**src/rtl/multicycle_controller_if.sv**
```systemverilog
// Control bundle between the multicycle RV32I controller and its datapath.
// The master side is the controller; the slave side is the datapath/memory.
interface multicycle_controller_if #(
   parameter int OPCODE_W = 7,
   parameter int CNT_W    = 32
);
   logic [OPCODE_W-1:0] opcode;
   logic                zero;
   logic                mem_ready;
   logic                mem_req;
   logic                addr_src;
   logic [1:0]          alu_src_a;
   logic [1:0]          alu_src_b;
   logic [1:0]          result_src;
   logic [1:0]          alu_op;
   logic                we_ir;
   logic                we_pc;
   logic                we_reg;
   logic                we_mem;
   logic                instr_done;
   logic                illegal;
   logic                bus_fault;
   logic [CNT_W-1:0]    retired;

   modport master (
      input  opcode, zero, mem_ready,
      output mem_req, addr_src, alu_src_a, alu_src_b, result_src, alu_op,
             we_ir, we_pc, we_reg, we_mem, instr_done, illegal, bus_fault, retired
   );

   modport slave (
      output opcode, zero, mem_ready,
      input  mem_req, addr_src, alu_src_a, alu_src_b, result_src, alu_op,
             we_ir, we_pc, we_reg, we_mem, instr_done, illegal, bus_fault, retired
   );
endinterface

```
**src/rtl/multicycle_controller.sv**
```systemverilog
// Multicycle RV32I control FSM: Moore mux selects and write enables per state,
// memory handshake with optional timeout, illegal-opcode trap, retire counter.
module multicycle_controller #(
   parameter int OPCODE_W     = 7,
   parameter int CNT_W        = 32,
   parameter int ENABLE_JUMPS = 1,
   parameter int MEM_TIMEOUT  = 0
) (
   input  logic                   clk,
   input  logic                   rst_n,
   multicycle_controller_if.master bus
);
   localparam logic [OPCODE_W-1:0] OP_LOAD   = OPCODE_W'(7'b0000011);
   localparam logic [OPCODE_W-1:0] OP_STORE  = OPCODE_W'(7'b0100011);
   localparam logic [OPCODE_W-1:0] OP_RTYPE  = OPCODE_W'(7'b0110011);
   localparam logic [OPCODE_W-1:0] OP_ITYPE  = OPCODE_W'(7'b0010011);
   localparam logic [OPCODE_W-1:0] OP_BRANCH = OPCODE_W'(7'b1100011);
   localparam logic [OPCODE_W-1:0] OP_JAL    = OPCODE_W'(7'b1101111);
   localparam logic [OPCODE_W-1:0] OP_JALR   = OPCODE_W'(7'b1100111);
   localparam int TO_W = (MEM_TIMEOUT > 1) ? $clog2(MEM_TIMEOUT + 1) : 1;

   typedef enum logic [3:0] {
      FETCH, DECODE, MEMADR, MEMREAD, MEMWB, MEMWRITE, EXEC_R, EXEC_I,
      ALUWB, BRANCH, JALR, JAL, JWB, TRAP
   } state_t;

   state_t           state, next;
   logic [TO_W-1:0]  wait_cnt, wait_nxt;
   logic [CNT_W-1:0] retired;
   logic             illegal, bus_fault, is_store;
   logic             in_wait, timeout, retire;
   logic             mem_req, addr_src, we_ir, we_pc, we_reg, we_mem;
   logic [1:0]       alu_src_a, alu_src_b, result_src, alu_op;

   // A stalled access times out on the cycle its wait count would reach the limit.
   assign in_wait = (state == FETCH) || (state == MEMREAD) || (state == MEMWRITE);
   assign timeout = (MEM_TIMEOUT > 0) && in_wait && !bus.mem_ready &&
                    (int'(wait_cnt) == MEM_TIMEOUT - 1);

   always_comb begin
      next       = state;
      wait_nxt   = '0;
      mem_req    = 1'b0;
      addr_src   = 1'b0;
      alu_src_a  = 2'd0;
      alu_src_b  = 2'd0;
      result_src = 2'd0;
      alu_op     = 2'b00;
      we_ir      = 1'b0;
      we_pc      = 1'b0;
      we_reg     = 1'b0;
      we_mem     = 1'b0;
      retire     = 1'b0;
      if ((MEM_TIMEOUT > 0) && in_wait && !bus.mem_ready && !timeout)
         wait_nxt = wait_cnt + TO_W'(1);
      case (state)
         FETCH: begin
            mem_req    = 1'b1;
            alu_src_b  = 2'd2;
            result_src = 2'd2;
            if (timeout) next = TRAP;
            else if (bus.mem_ready) begin
               we_ir = 1'b1;
               we_pc = 1'b1;
               next  = DECODE;
            end
         end
         DECODE: begin
            alu_src_a = 2'd1;
            alu_src_b = 2'd1;
            case (bus.opcode)
               OP_LOAD, OP_STORE: next = MEMADR;
               OP_RTYPE:          next = EXEC_R;
               OP_ITYPE:          next = EXEC_I;
               OP_BRANCH:         next = BRANCH;
               OP_JAL:            next = (ENABLE_JUMPS != 0) ? JAL  : TRAP;
               OP_JALR:           next = (ENABLE_JUMPS != 0) ? JALR : TRAP;
               default:           next = TRAP;
            endcase
         end
         MEMADR: begin
            alu_src_a = 2'd2;
            alu_src_b = 2'd1;
            next      = is_store ? MEMWRITE : MEMREAD;
         end
         MEMREAD: begin
            mem_req  = 1'b1;
            addr_src = 1'b1;
            if (timeout) next = TRAP;
            else if (bus.mem_ready) next = MEMWB;
         end
         MEMWB: begin
            result_src = 2'd1;
            we_reg     = 1'b1;
            retire     = 1'b1;
            next       = FETCH;
         end
         MEMWRITE: begin
            mem_req  = 1'b1;
            addr_src = 1'b1;
            if (timeout) next = TRAP;
            else if (bus.mem_ready) begin
               we_mem = 1'b1;
               retire = 1'b1;
               next   = FETCH;
            end
         end
         EXEC_R: begin
            alu_src_a = 2'd2;
            alu_op    = 2'b10;
            next      = ALUWB;
         end
         EXEC_I: begin
            alu_src_a = 2'd2;
            alu_src_b = 2'd1;
            alu_op    = 2'b10;
            next      = ALUWB;
         end
         ALUWB, JWB: begin
            we_reg = 1'b1;
            retire = 1'b1;
            next   = FETCH;
         end
         BRANCH: begin
            alu_src_a = 2'd2;
            alu_op    = 2'b01;
            we_pc     = bus.zero;
            retire    = 1'b1;
            next      = FETCH;
         end
         JALR: begin
            alu_src_a = 2'd2;
            alu_src_b = 2'd1;
            next      = JAL;
         end
         JAL: begin
            alu_src_a = 2'd1;
            alu_src_b = 2'd2;
            we_pc     = 1'b1;
            next      = JWB;
         end
         TRAP:    next = TRAP;
         default: next = FETCH;
      endcase
   end

   always_ff @(posedge clk or negedge rst_n) begin
      if (!rst_n) begin
         state     <= FETCH;
         wait_cnt  <= '0;
         retired   <= '0;
         illegal   <= 1'b0;
         bus_fault <= 1'b0;
      end else begin
         state    <= next;
         wait_cnt <= wait_nxt;
         if (retire) retired <= retired + CNT_W'(1);
         if ((next == TRAP) && (state != TRAP)) illegal <= 1'b1;
         if (timeout) bus_fault <= 1'b1;
      end
   end

   // Load/store direction only matters one cycle after DECODE, so no reset.
   always_ff @(posedge clk) begin
      if (state == DECODE) is_store <= (bus.opcode == OP_STORE);
   end

   // Requests and enables are forced low the instant reset asserts.
   assign bus.mem_req    = mem_req & rst_n;
   assign bus.we_ir      = we_ir & rst_n;
   assign bus.we_pc      = we_pc & rst_n;
   assign bus.we_reg     = we_reg & rst_n;
   assign bus.we_mem     = we_mem & rst_n;
   assign bus.instr_done = retire & rst_n;
   assign bus.addr_src   = addr_src;
   assign bus.alu_src_a  = alu_src_a;
   assign bus.alu_src_b  = alu_src_b;
   assign bus.result_src = result_src;
   assign bus.alu_op     = alu_op;
   assign bus.illegal    = illegal;
   assign bus.bus_fault  = bus_fault;
   assign bus.retired    = retired;
endmodule

```
**src/flat_wrapper.sv**
```systemverilog
// flat-port wrapper written by rule: the top's interface ports become plain ports
module multicycle_controller_flat 
#(
   parameter int OPCODE_W     = 7,
   parameter int CNT_W        = 32,
   parameter int ENABLE_JUMPS = 1,
   parameter int MEM_TIMEOUT  = 0
)
  (clk, rst_n, bus_opcode, bus_zero, bus_mem_ready, bus_mem_req, bus_addr_src, bus_alu_src_a, bus_alu_src_b, bus_result_src, bus_alu_op, bus_we_ir, bus_we_pc, bus_we_reg, bus_we_mem, bus_instr_done, bus_illegal, bus_bus_fault, bus_retired);
  multicycle_controller_if #(.OPCODE_W(OPCODE_W), .CNT_W(CNT_W)) bus_i ();
  input  logic clk;
  input  logic rst_n;
  input wire logic [$bits(bus_i.opcode)-1:0] bus_opcode;
  input wire logic [$bits(bus_i.zero)-1:0] bus_zero;
  input wire logic [$bits(bus_i.mem_ready)-1:0] bus_mem_ready;
  output wire logic [$bits(bus_i.mem_req)-1:0] bus_mem_req;
  output wire logic [$bits(bus_i.addr_src)-1:0] bus_addr_src;
  output wire logic [$bits(bus_i.alu_src_a)-1:0] bus_alu_src_a;
  output wire logic [$bits(bus_i.alu_src_b)-1:0] bus_alu_src_b;
  output wire logic [$bits(bus_i.result_src)-1:0] bus_result_src;
  output wire logic [$bits(bus_i.alu_op)-1:0] bus_alu_op;
  output wire logic [$bits(bus_i.we_ir)-1:0] bus_we_ir;
  output wire logic [$bits(bus_i.we_pc)-1:0] bus_we_pc;
  output wire logic [$bits(bus_i.we_reg)-1:0] bus_we_reg;
  output wire logic [$bits(bus_i.we_mem)-1:0] bus_we_mem;
  output wire logic [$bits(bus_i.instr_done)-1:0] bus_instr_done;
  output wire logic [$bits(bus_i.illegal)-1:0] bus_illegal;
  output wire logic [$bits(bus_i.bus_fault)-1:0] bus_bus_fault;
  output wire logic [$bits(bus_i.retired)-1:0] bus_retired;
  assign bus_i.opcode = bus_opcode;
  assign bus_i.zero = bus_zero;
  assign bus_i.mem_ready = bus_mem_ready;
  assign bus_mem_req = bus_i.mem_req;
  assign bus_addr_src = bus_i.addr_src;
  assign bus_alu_src_a = bus_i.alu_src_a;
  assign bus_alu_src_b = bus_i.alu_src_b;
  assign bus_result_src = bus_i.result_src;
  assign bus_alu_op = bus_i.alu_op;
  assign bus_we_ir = bus_i.we_ir;
  assign bus_we_pc = bus_i.we_pc;
  assign bus_we_reg = bus_i.we_reg;
  assign bus_we_mem = bus_i.we_mem;
  assign bus_instr_done = bus_i.instr_done;
  assign bus_illegal = bus_i.illegal;
  assign bus_bus_fault = bus_i.bus_fault;
  assign bus_retired = bus_i.retired;
  multicycle_controller #(.OPCODE_W(OPCODE_W), .CNT_W(CNT_W), .ENABLE_JUMPS(ENABLE_JUMPS), .MEM_TIMEOUT(MEM_TIMEOUT)) u_core (.clk(clk), .rst_n(rst_n), .bus(bus_i));
endmodule
```
**config.mk**
```make
export PLATFORM = sky130hd
export DESIGN_NAME = multicycle_controller_flat
export DESIGN_NICKNAME = d
export VERILOG_FILES = /design/src/rtl/multicycle_controller_if.sv /design/src/rtl/multicycle_controller.sv /design/src/flat_wrapper.sv
export SDC_FILE = /design/constraint.sdc
export NUM_CORES = 1
export LEC_CHECK = 0
export ABC_AREA = 0
export BUFFER_PORTS_ARGS = -buffer_cell sky130_fd_sc_hd__buf_2
export CORE_ASPECT_RATIO = 1.4
export CORE_MARGIN = 2
export CORE_UTILIZATION = 45
export CTS_CLUSTER_SIZE = 25
export DETAILED_ROUTE_END_ITERATION = 8
export GPL_ROUTABILITY_DRIVEN = 0
export GPL_TIMING_DRIVEN = 0
export HOLD_SLACK_MARGIN = 0.15
export PLACE_DENSITY = 0.73
export SYNTH_ARGS = -nofsm -noshare
export SYNTH_HDL_FRONTEND = slang
export SYNTH_SLANG_ARGS = --single-unit
```
**constraint.sdc**
```tcl
create_clock -name clk -period 1.6 [get_ports clk]
set_input_delay 0.08 -clock clk [delete_from_list [all_inputs] [get_ports clk]]
set_output_delay 0.08 -clock clk [all_outputs]
set_load 0.1 [all_outputs]
```
# Word level (Yosys, flattened, before mapping)
# Index checks and enable logic that the tools add are counted.
# op_classes
muxes,18
reduce_logical,12
n_addsub,1
bitwise,6
eq_ne,22
# ops
operator,count
case mux 4 bit (9 select lines),1
"adder 32 x 1 -> 32 bit, second input constant",1
"equality test 4 bit, second input constant",7
case mux 4 bit (6 select lines),1
"equality test 7 bit, second input constant",3
"equality test 4 x 3 -> 1 bit, second input constant",4
case mux 2 bit (2 select lines),4
"equality test 7 x 6 -> 1 bit, second input constant",2
2-to-1 mux 4 bit,3
OR reduction 2 bit,5
"equality test 4 x 2 -> 1 bit, second input constant",2
OR reduction 4 bit,2
"equality test 7 x 2 -> 1 bit, second input constant",1
"equality test 7 x 5 -> 1 bit, second input constant",1
AND 1 bit,6
2-to-1 mux 1 bit,6
OR reduction 3 bit,2
OR reduction 5 bit,1
"equality test 4 x 1 -> 1 bit, second input constant",1
zero test 4 bit,1
"inequality test 4 bit, second input constant",1
2-to-1 mux 3 bit,1
case mux 1 bit (3 select lines),1
case mux 1 bit (2 select lines),1
logical AND 1 bit,1
# totals
out_inout_bits,49
regBits,38
wordCells,63
inputBits,11

# Depth between registers and ports, before layout
# Gate-level depths: netlist of the first run.
# depth
word_depth,6
ltp_mapped,7
mapped_depth_nobuf,5

# Worst setup path before layout of the first run
# OpenSTA, ideal clock, no wires.
# synth_path
kind,register to output
startpoint,reg u_core.state[0]
endpoint,out bus_we_pc
n_path_buf,1
arrival_ns,5.611
setup_slack_ns,-4.091
required_time_ns,1.520
stages_incl_launch_ff,5
cell_sequence,dfrtp_1 -> clkbuf_1 -> nor4_1 -> and3_1 -> o21bai_1
# synth_between
elab_chain_cells,3
word_cells_on_any_way,5
classes_between,eq/ne: 2; mux: 1; bitwise: 1; reduce/logical: 1
# synth_rtl
element,line_no,rtl
start: declaration,multicycle_controller.sv:27,"state_t state, next;"
start signal: assignment,multicycle_controller.sv:155,state <= next;
equality test 4 bit or zero test 4 bit (tied branches),multicycle_controller.sv:56,case (state)
case mux 1 bit (3 select lines) (*),multicycle_controller.sv:56,
AND 1 bit (*),multicycle_controller.sv:171,assign bus.we_pc = we_pc & rst_n;
end: declaration,flat_wrapper.sv:23,output wire logic [$bits(bus_i.we_pc)-1:0] bus_we_pc;
# Mark *: on every way between the ends. The rest lies on a longest branch, timed or not.

# Worst setup path in the final report of the first run
# layout_path
startpoint,reg u_core.state[3]
endpoint,reg u_core.retired[30] (netlist: u_core.bus.retired[30])
# layout_between
elab_chain_cells,3
word_cells_on_any_way,7
classes_between,eq/ne: 5; mux: 1; reduce/logical: 1
# layout_rtl
element,line_no,rtl
equality test 4 bit or equality test 4 x 3 -> 1 bit (tied branches),multicycle_controller.sv:56,
OR reduction 4 bit (no line),-,
case mux 1 bit (2 select lines) (*),multicycle_controller.sv:56,
end signal: assignment,multicycle_controller.sv:157,if (retire) retired <= retired + CNT_W'(1);
end: declaration,multicycle_controller.sv:29,logic [CNT_W-1:0] retired;
# Marks and branches as above.
# A chain may end at the register's enable or synchronous reset.

==> out/metrics.yaml, run 1 <==
grt_usage_pct: 23.0
fillCellCount: 269
cp_slowest_cell: "dfrtp_1"
pwr_density_cell_nw_per_um2: 1830
cts_hold_buf: 1
utilization_pct: 82.0
final_layout_size_suffix_gt1_share_pct: 65.5
overflow: 0
synth.avg_cell_area_um2: 9.86
die_w_um: 61.6
min_path_type: "input pin to asynchronous set/reset pin"
critical_path_class: "register to register"
place_inst: 332
syn-num-nets: 224
clkLatencyLatePin_ps: 300
max-vdd-ir-drop_mv: 1.57
die_area_um2: 5210
ant_nets: 0
synth_area_um2: 2090
worst_r2r_endpoint: "u_core.bus.retired[30]$_DFFE_PN0P_"
placed_area_um2: 2800
n_antenna_cell: 0
tightestPinTransition_ps: 567
cp.arrival_ps: 2080
leakage_nw: 1.63
clkTransAtPathRegs_ps: 80
num_vias: 2125
synth_async_sr_flop_share_pct: 97.4
layout_setup_ws_ps: -289
fin_crit_sh_pct: 118
io_pins: 60
violations: "hold timing, setup timing"
cts_tree: "yes"
multi_input_area_um2: 1450
yosys_most_used_dff: "dfrtp_1"
grt_pass1_vias: 1956
worst_path_most_repeated_cell: "buf_6"
synth_edf_count: 1
row_count: 29
antenna_found_initial: 0
seq_area_frac_synth_pct: 45.7
r2r_slack_ps: -290
area_delta_synth_final_pct: 76.5
clock-sinks: 38
viasPerCell: 5.53
skew_ps: 3.40
final_nets: 334
cts_buffers: 5
cts_root_buffer: "clkbuf_8"
ys_ff_latch: 38
finalPower_mw: 6.75
status: "complete, but fails checks"
dp_slack_ps: -252
rsz0062_at_grt: "yes"
routed_wl_um: 7140
cts-htree-levels: 2
tns_ps: -6340
wl_per_cell_um: 18.6
hold_viol_final: 37
final_max_slew_viol_count: 0
startpoint: "u_core.state[3]$_DFF_PN0_"
design_area_um2: 3690
initial_core_util_pct: 46.4
critPathMaxFanout: 8
netlist_instances: 212
grt_pass1_wl_um: 9100
drc_errors: 0
max_stage_delay_ps: 410
first_pass_iters: 5
synthTopCellsByArea: "dfrtp_1 (44%), xnor2_1 (8.8%), xor2_1 (5.4%), nand2_1 (3.6%), nand4_1 (3.6%)"
stdcell_count: 384
end_kind: "register"
required_ps: 1800
cp_cell_sequence: "nand2b_2 -> a311oi_4 -> buf_6 -> and4_1 -> buf_6 -> nand4_1 -> xnor2_1"
drtIter0Drc: 145
final-setup-viol-count: 48
maxCapViolCount: 0
hpwlAfterDp_um: 3390
r2r_cells: 7
yosys.area.top_type_share_pct: 44.3
coreArea_um2: 4500
timing.hold.ws_ps: -214
path_delay_family: "simple AND/OR/NAND/NOR gates"
r2r-start: "u_core.state[3]$_DFF_PN0_"
ys_warn_count: 0
period_needed_ps: 1890
slew_headroom_pct: 62.2
start_kind: "register"
grt_max_degree: 44
yosysTopAreaCell: "dfrtp_1"
regArea_um2: 1050
max_freq_mhz: 530
cts_buffer_depth: 2
die_h_um: 84.6
worst-path-buf-inv: 2
ys_types: 45
io_buffers: 58
[logic make-up after synthesis]
family                   share of synthesized area [%]
multiplexers                                     0.539
AO/OA/AOI/OAI                                     7.07
adder cells (fa/ha/maj)                          0.599
AND/OR/NAND/NOR                                   27.7
flip-flops                                        45.7
XOR/XNOR                                          14.3
buffers and inverters                             3.89
other                                            0.179
[state kept, by name, summed over array words and instances, names as in the netlist]
register            flops
u_core.is_store         1
u_core.bus.retired     32
u_core.state            4
u_core.bus.illegal      1
[synthesized netlist by cell type (2+ instances only)]
library cell	number
nor2_1	16
xor2_1	13
nand4_1	12
nand3_1	10
or3_1	2
o22ai_1	3
and2_1	2
xnor2_1	21
nor3_2	3
a21oi_1	6
o211ai_1	3
nand2_1	20
and4_1	2
nor2b_1	7
nor4_1	2
and3_1	4
nand2b_1	6
buf_2	2
nor3_1	7
buf_1	2
dfrtp_1	37
buf_4	3
inv_1	7
[placed cells by master, fill, tap and decap left out, drive strengths merged, types with 4 or more instances in the layout]
| master | Yosys | routed |
|---|---|---|
| nor3 | 10 | 10 |
| inv | 7 | 7 |
| clkbuf | 1 | 6 |
| nand2b | 7 | 7 |
| dfrtp | 37 | 37 |
| xnor2 | 21 | 21 |
| and3 | 4 | 4 |
| nand4 | 13 | 13 |
| nand2 | 20 | 20 |
| buf | 8 | 109 |
| xor2 | 13 | 13 |
| nor2b | 7 | 7 |
| nand3 | 11 | 12 |
| nor2 | 17 | 17 |
| a21oi | 6 | 6 |
[layout make-up]
class | count | area share (%)
plain buffers | 8 | 3.02
repair buffers | 103 | 24.3
flip-flops and latches | 38 | 28.4
clock buffers | 5 | 1.87
multi-input cells | 159 | 39.3
clock inverters | 2 | 0.271
inverters | 7 | 0.713
well taps | 62 | 2.10
[worst max path at each step]
stage	endpoint	slack, ps	cells past startpoint
finish	u_core.bus.retired[30]$_DFFE_PN0P_	-290	7
global route	u_core.bus.retired[30]$_DFFE_PN0P_	-350	7
CTS	bus_we_pc	-180	5
detailed placement	bus_mem_req	-250	5
global placement	u_core.bus.retired[30]$_DFFE_PN0P_	-250	4
floorplan	bus_we_pc	-1200	4
[layer usage]
metal | global-route usage, % | vias to the layer above | share of wire (%)
li1 | - | 958 | -
met1 | 27.1 | 1077 | 38
met2 | 39.0 | 76 | 55
met3 | 4.93 | 14 | 4.5
met4 | 9.28 | 0 | 1.6
met5 | 0 | - | 0
[what timing repair did]
action                                 4_1_cts  5_1_grt
cloned                                       1        0
buffers inserted                            23       21
setup endpoints to repair                   43       47
endpoints found under the hold margin       38       37
pin swaps                                   26       19
gates resized for setup                     86       30
[where the power goes]
group,internal [mW],switching (mW)
registers,1.16,0.172
clock network,0.293,0.374
logic,1.80,2.95
total,3.25,3.50
Power figures use the tool's default switching activity.
==> inputs of run 2 (changes only) <==
MAX_ROUTING_LAYER = met4   (was default)
==> out/metrics.yaml, run 2 (synthesized netlist as in run 1, its figures left out) <==
wl_per_cell_um: 17.8  # -4.1%
end_kind: "primary output"
pwr_density_cell_nw_per_um2: 1820  # -0.62%
clkLatencyLatePin_ps: 290  # about the same
routed_wl_um: 6850  # -4.1%
tightestPinTransition_ps: 565  # -1.37 ps
r2r_cells: 7  # unchanged
final_max_slew_viol_count: 0  # unchanged
largest_reg_flops: 32  # unchanged
cts_buffer_depth: 2  # unchanged
drtIter0Drc: 99  # -32%
finalPower_mw: 6.70  # -0.62%
row_count: 29  # unchanged
coreArea_um2: 4500  # unchanged
initial_core_util_pct: 46.4  # unchanged
grt_usage_pct: 23.6  # +0.62 points
slew_headroom_pct: 62.3  # +0.091 points
required_ps: 1520  # -280 ps
cts_root_buffer: "clkbuf_8"
final-setup-viol-count: 47  # -2.1%
top_register: "u_core.bus.retired"
skew_ps: 3.52  # +0.114 ps
start_kind: "register"
max-vdd-ir-drop_mv: 1.58  # +0.77%
tns_ps: -5460  # +885 ps
io_buffers: 58  # unchanged
fillCellCount: 269  # unchanged
hpwlAfterDp_um: 3390  # unchanged
cp_slowest_cell: "dfrtp_2"
cts-htree-levels: 2  # unchanged
grt_pass1_wl_um: 9090  # -0.15%
cp_cell_sequence: "buf_8 -> nor4_4 -> and3_4 -> o21bai_4 -> buf_12"
final_nets: 334  # unchanged
utilization_pct: 82.0  # unchanged
layout_setup_ws_ps: -258  # +30.8 ps
period_needed_ps: 1860  # -30.8 ps
viasPerCell: 5.48  # -1.0%
worst_r2r_endpoint: "u_core.bus.retired[30]$_DFFE_PN0P_"
path_delay_family: "simple AND/OR/NAND/NOR gates"
cts_hold_buf: 1  # unchanged
leakage_nw: 1.63  # unchanged
die_area_um2: 5210  # unchanged
drc_errors: 0  # unchanged
area_delta_synth_final_pct: 76.5  # unchanged
violations: "hold timing, setup timing"
n_antenna_cell: 0  # unchanged
rsz0062_at_grt: "yes"
first_pass_iters: 4  # -1
cts_tree: "yes"
timing.hold.ws_ps: -207  # +7.10 ps
die_w_um: 61.6  # unchanged
r2r-start: "u_core.state[3]$_DFF_PN0_"
critical_path_class: "register to primary output"
antenna_found_initial: 0  # unchanged
critPathMaxFanout: 6  # -2
die_h_um: 84.6  # unchanged
maxCapViolCount: 0  # unchanged
status: "complete, but fails checks"
top_regs: "u_core.bus.retired (32), u_core.state (4)"
num_vias: 2103  # -1.0%
final_layout_size_suffix_gt1_share_pct: 65.5  # unchanged
cts_buffers: 5  # unchanged
ant_nets: 0  # unchanged
grt_pass1_vias: 1959  # +0.15%
cp.arrival_ps: 1780  # -300 ps
grt_max_degree: 44  # unchanged
min_path_type: "input pin to asynchronous set/reset pin"
clkTransAtPathRegs_ps: 70  # about the same
max_freq_mhz: 538  # +1.7%
final_common_cell: "buf_2"
clock-sinks: 38  # unchanged
fin_crit_sh_pct: 116  # -1.9 points
overflow: 0  # unchanged
r2r_slack_ps: -200  # +90 ps
hold_viol_final: 37  # unchanged
max_stage_delay_ps: 440  # +30 ps
layout_common_cells: "buf_2 (43), buf_4 (35), dfrtp_4 (22)"
worst-path-buf-inv: 2  # unchanged
io_pins: 60  # unchanged
==> run 2: cell counts in the layout (fill, tap and decap cells not counted) <==
No cell type changed its count.
==> run 2: cell type report <==
cell class              count  area (µm²)  area share (%)
inverters                   7        26.3           0.713
flip-flops and latches     38        1050            28.4
clock buffers               5        68.8            1.87
plain buffers               8         111            3.02
clock inverters             2        10.0           0.271
repair buffers            103         897            24.3
multi-input cells         159        1450            39.3
well taps                  62        77.6            2.10
==> run 2: timing repair <==
action	CTS	global route
resized for setup	86	30
pin swaps	26	19
setup buffers	23	21
endpoints found under the hold margin	38	37
endpoints found under the setup margin	43	47
gates cloned	1	0
==> run 2: per-layer routing <==
layer	global-route usage [%]	routed length (µm)	vias up
met5	-	0	-
met1	27.0	2620	1045
met3	5.08	263	23
met2	38.9	3740	76
li1	-	-	959
met4	9.28	224	0
==> run 2: per-stage QoR <==
| step | instance area [µm²] | setup WS [ps] | instances |
|---|---|---|---|
| after floorplan | 2430 | -1200 | 212 |
| after global placement | 2800 | -250 | 332 |
| after detailed placement | 2800 | -252 | 332 |
| after CTS | 3410 | -176 | 364 |
| after global routing | 3690 | -330 | 384 |
| final | 3690 | -258 | 384 |
==> run 2: worst max path at each step <==
stage / cells after the start / slack, ps / end / startpoint
6_report: 5 / -260 / bus_we_pc / u_core.state[1]$_DFF_PN0_
5_1_grt: 5 / -330 / bus_we_pc / u_core.state[1]$_DFF_PN0_
4_1_cts: 5 / -180 / bus_we_pc / u_core.state[1]$_DFF_PN0_
3_5_place_dp: 5 / -250 / bus_mem_req / u_core.state[1]$_DFF_PN0_
3_3_place_gp: 4 / -250 / u_core.bus.retired[30]$_DFFE_PN0P_ / u_core.bus.retired[15]$_DFFE_PN0P_
2_1_floorplan: 4 / -1200 / bus_we_pc / u_core.state[0]$_DFF_PN0_
==> run 2: worst reg2reg max path, stage by stage (launching register included) <==
cell	delay [ps]
dfrtp_1	410
nand2b_2	230
a311oi_4	280
buf_6	160
and4_1	200
buf_6	140
nand4_1	120
xnor2_1	140
==> run 2: power by group <==
part / internal [mW] / total [mW] / switching, mW
Clock: 0.293 / 0.635 / 0.343
Combinational: 1.80 / 4.73 / 2.93
Sequential: 1.16 / 1.34 / 0.176
Total: 3.25 / 6.70 / 3.45
==> inputs of run 3 (changes only) <==
SKIP_CTS_REPAIR_TIMING = 1   (was default)
==> out/metrics.yaml, run 3 (synthesized netlist as in run 1, its figures left out) <==
cts-htree-levels: 2  # unchanged
grt_pass1_vias: 1742  # -11%
skew_ps: 4.22  # +0.707 ps
violations: "hold timing, setup timing"
largest_reg_flops: 32  # unchanged
p_switching_mw: 3.18  # -8.0%
viasPerCell: 5.35  # -2.3%
tightestPinTransition_ps: 575  # +9.21 ps
final-setup-viol-count: 36  # -23%
io_pins: 60  # unchanged
grt_usage_pct: 19.2  # -4.4 points
cts_root_buffer: "clkbuf_8"
critPathMaxFanout: 10  # +4
maxCapViolCount: 0  # unchanged
required_ps: 1520  # about the same
worst_r2r_endpoint: "u_core.bus.retired[26]$_DFFE_PN0P_"
p_comb_share_pct: 67.0  # -3.6 points
grt_pass1_wl_um: 7510  # -17%
r2r-start: "u_core.state[1]$_DFF_PN0_"
wl_per_cell_um: 15.5  # -13%
r2r_cells: 7  # unchanged
top_register: "u_core.bus.retired"
cts_buffer_depth: 2  # unchanged
overflow: 0  # unchanged
switching_share_pct: 53.4  # +1.9 points
regArea_um2: 1050  # unchanged
io_buffers: 58  # unchanged
r2r_slack_ps: -210  # about the same
layout_setup_ws_ps: -237  # +20.4 ps
top_regs: "u_core.bus.retired (32), u_core.state (4)"
drc_errors: 0  # unchanged
pwr_density_cell_nw_per_um2: 1760  # -3.1%
fillCellCount: 338  # +26%
internal_power_mw: 2.77  # -15%
end_kind: "primary output"
max-vdd-ir-drop_mv: 1.84  # +17%
p_seq_share_pct: 22.4  # +2.4 points
final_max_slew_viol_count: 0  # unchanged
n_antenna_cell: 0  # unchanged
pwr-share-clk_pct: 10.6  # +1.1 points
period_needed_ps: 1840  # -20.4 ps
finalPower_mw: 5.95  # -11%
status: "complete, but fails checks"
ant_nets: 0  # unchanged
coreArea_um2: 4500  # unchanged
grt_max_degree: 44  # unchanged
cts_buffers: 5  # unchanged
final_nets: 317  # -5.1%
routed_wl_um: 5680  # -17%
num_vias: 1963  # -6.7%
fin_crit_sh_pct: 115  # -1.3 points
max_freq_mhz: 544  # +1.1%
cts_tree: "yes"
tns_ps: -3650  # +1810 ps
multi_input_area_um2: 1380  # -4.9%
slew_headroom_pct: 61.7  # -0.61 points
layout_common_cells: "buf_2 (43), buf_4 (25), dfrtp_4 (22)"
utilization_pct: 75.0  # -6.9 points
die_w_um: 61.6  # unchanged
die_area_um2: 5210  # unchanged
area_delta_synth_final_pct: 61.6
final_layout_size_suffix_gt1_share_pct: 62.0  # -3.6 points
row_count: 29  # unchanged
timing.hold.ws_ps: -194  # +12.6 ps
start_kind: "register"
hold_viol_final: 37  # unchanged
clkTransAtPathRegs_ps: 70  # about the same
clock-sinks: 38  # unchanged
leakage_nw: 1.53  # -6.3%
cp.arrival_ps: 1760  # -20 ps
min_path_type: "input pin to asynchronous set/reset pin"
clkLatencyLatePin_ps: 290  # about the same
antenna_found_initial: 0  # unchanged
critical_path_class: "register to primary output"
rsz0062_at_grt: "yes"
drtIter0Drc: 75  # -24%
hpwlAfterDp_um: 3390  # unchanged
die_h_um: 84.6  # unchanged
first_pass_iters: 4  # unchanged
initial_core_util_pct: 46.4  # unchanged
final_common_cell: "buf_2"
## run 3: critical path, stage by stage, from the launching register on
cell and delay, ps:
dfrtp_2 440, buf_6 170, nor4_4 290, and3_4 240
o21bai_4 130, buf_12 190
## run 3: worst max path at each step
| stage | from | to | slack [ps] |
|---|---|---|---|
| 2_1_floorplan | u_core.state[0]$_DFF_PN0_ | bus_we_pc | -1200 |
| 3_3_place_gp | u_core.bus.retired[15]$_DFFE_PN0P_ | u_core.bus.retired[30]$_DFFE_PN0P_ | -250 |
| 3_5_place_dp | u_core.state[1]$_DFF_PN0_ | bus_mem_req | -250 |
| 4_1_cts | u_core.state[3]$_DFF_PN0_ | bus_instr_done | -580 |
| 5_1_grt | u_core.state[3]$_DFF_PN0_ | u_core.bus.retired[26]$_DFFE_PN0P_ | -310 |
| 6_report | u_core.state[1]$_DFF_PN0_ | bus_we_pc | -240 |
## run 3: layout make-up
cell class	count	area share (%)
Sequential cell	38	31.1
Clock buffer	5	2.04
Clock inverter	2	0.297
Tap cell	62	2.30
Inverter	7	0.778
Buffer	9	3.11
Timing Repair Buffer	85	19.6
Multi-Input combinational cell	159	40.8
## run 3: metal layers
layer / up-vias / global-route usage (%) / wire length (µm)
met4: 0 / 7.16 / 192
met5: - / - / 0
met2: 61 / 32.2 / 3030
met3: 18 / 3.24 / 226
li1: 921 / - / -
met1: 963 / 22.1 / 2230
## run 3: metrics by stage
step                      hold slack [ps]  cells  cell area, µm²  setup slack [ps]
after floorplan                      -216    212            2430             -1200
after global placement                272    332            2800              -250
after detailed placement              266    332            2800              -252
after CTS                           -58.1    339            2880              -580
after global routing                 -150    367            3380              -309
final                                -194    367            3380              -237
## run 3: power groups by stage
stage                     Sequential [mW]  Clock [mW]  Combinational, mW
after floorplan                      2.01           0               2.07
after global placement               1.34           0               3.16
after detailed placement             1.35           0               3.18
after CTS                            1.32       0.656               3.19
after global routing                 1.36       0.688               4.13
final                                1.33       0.630               3.98
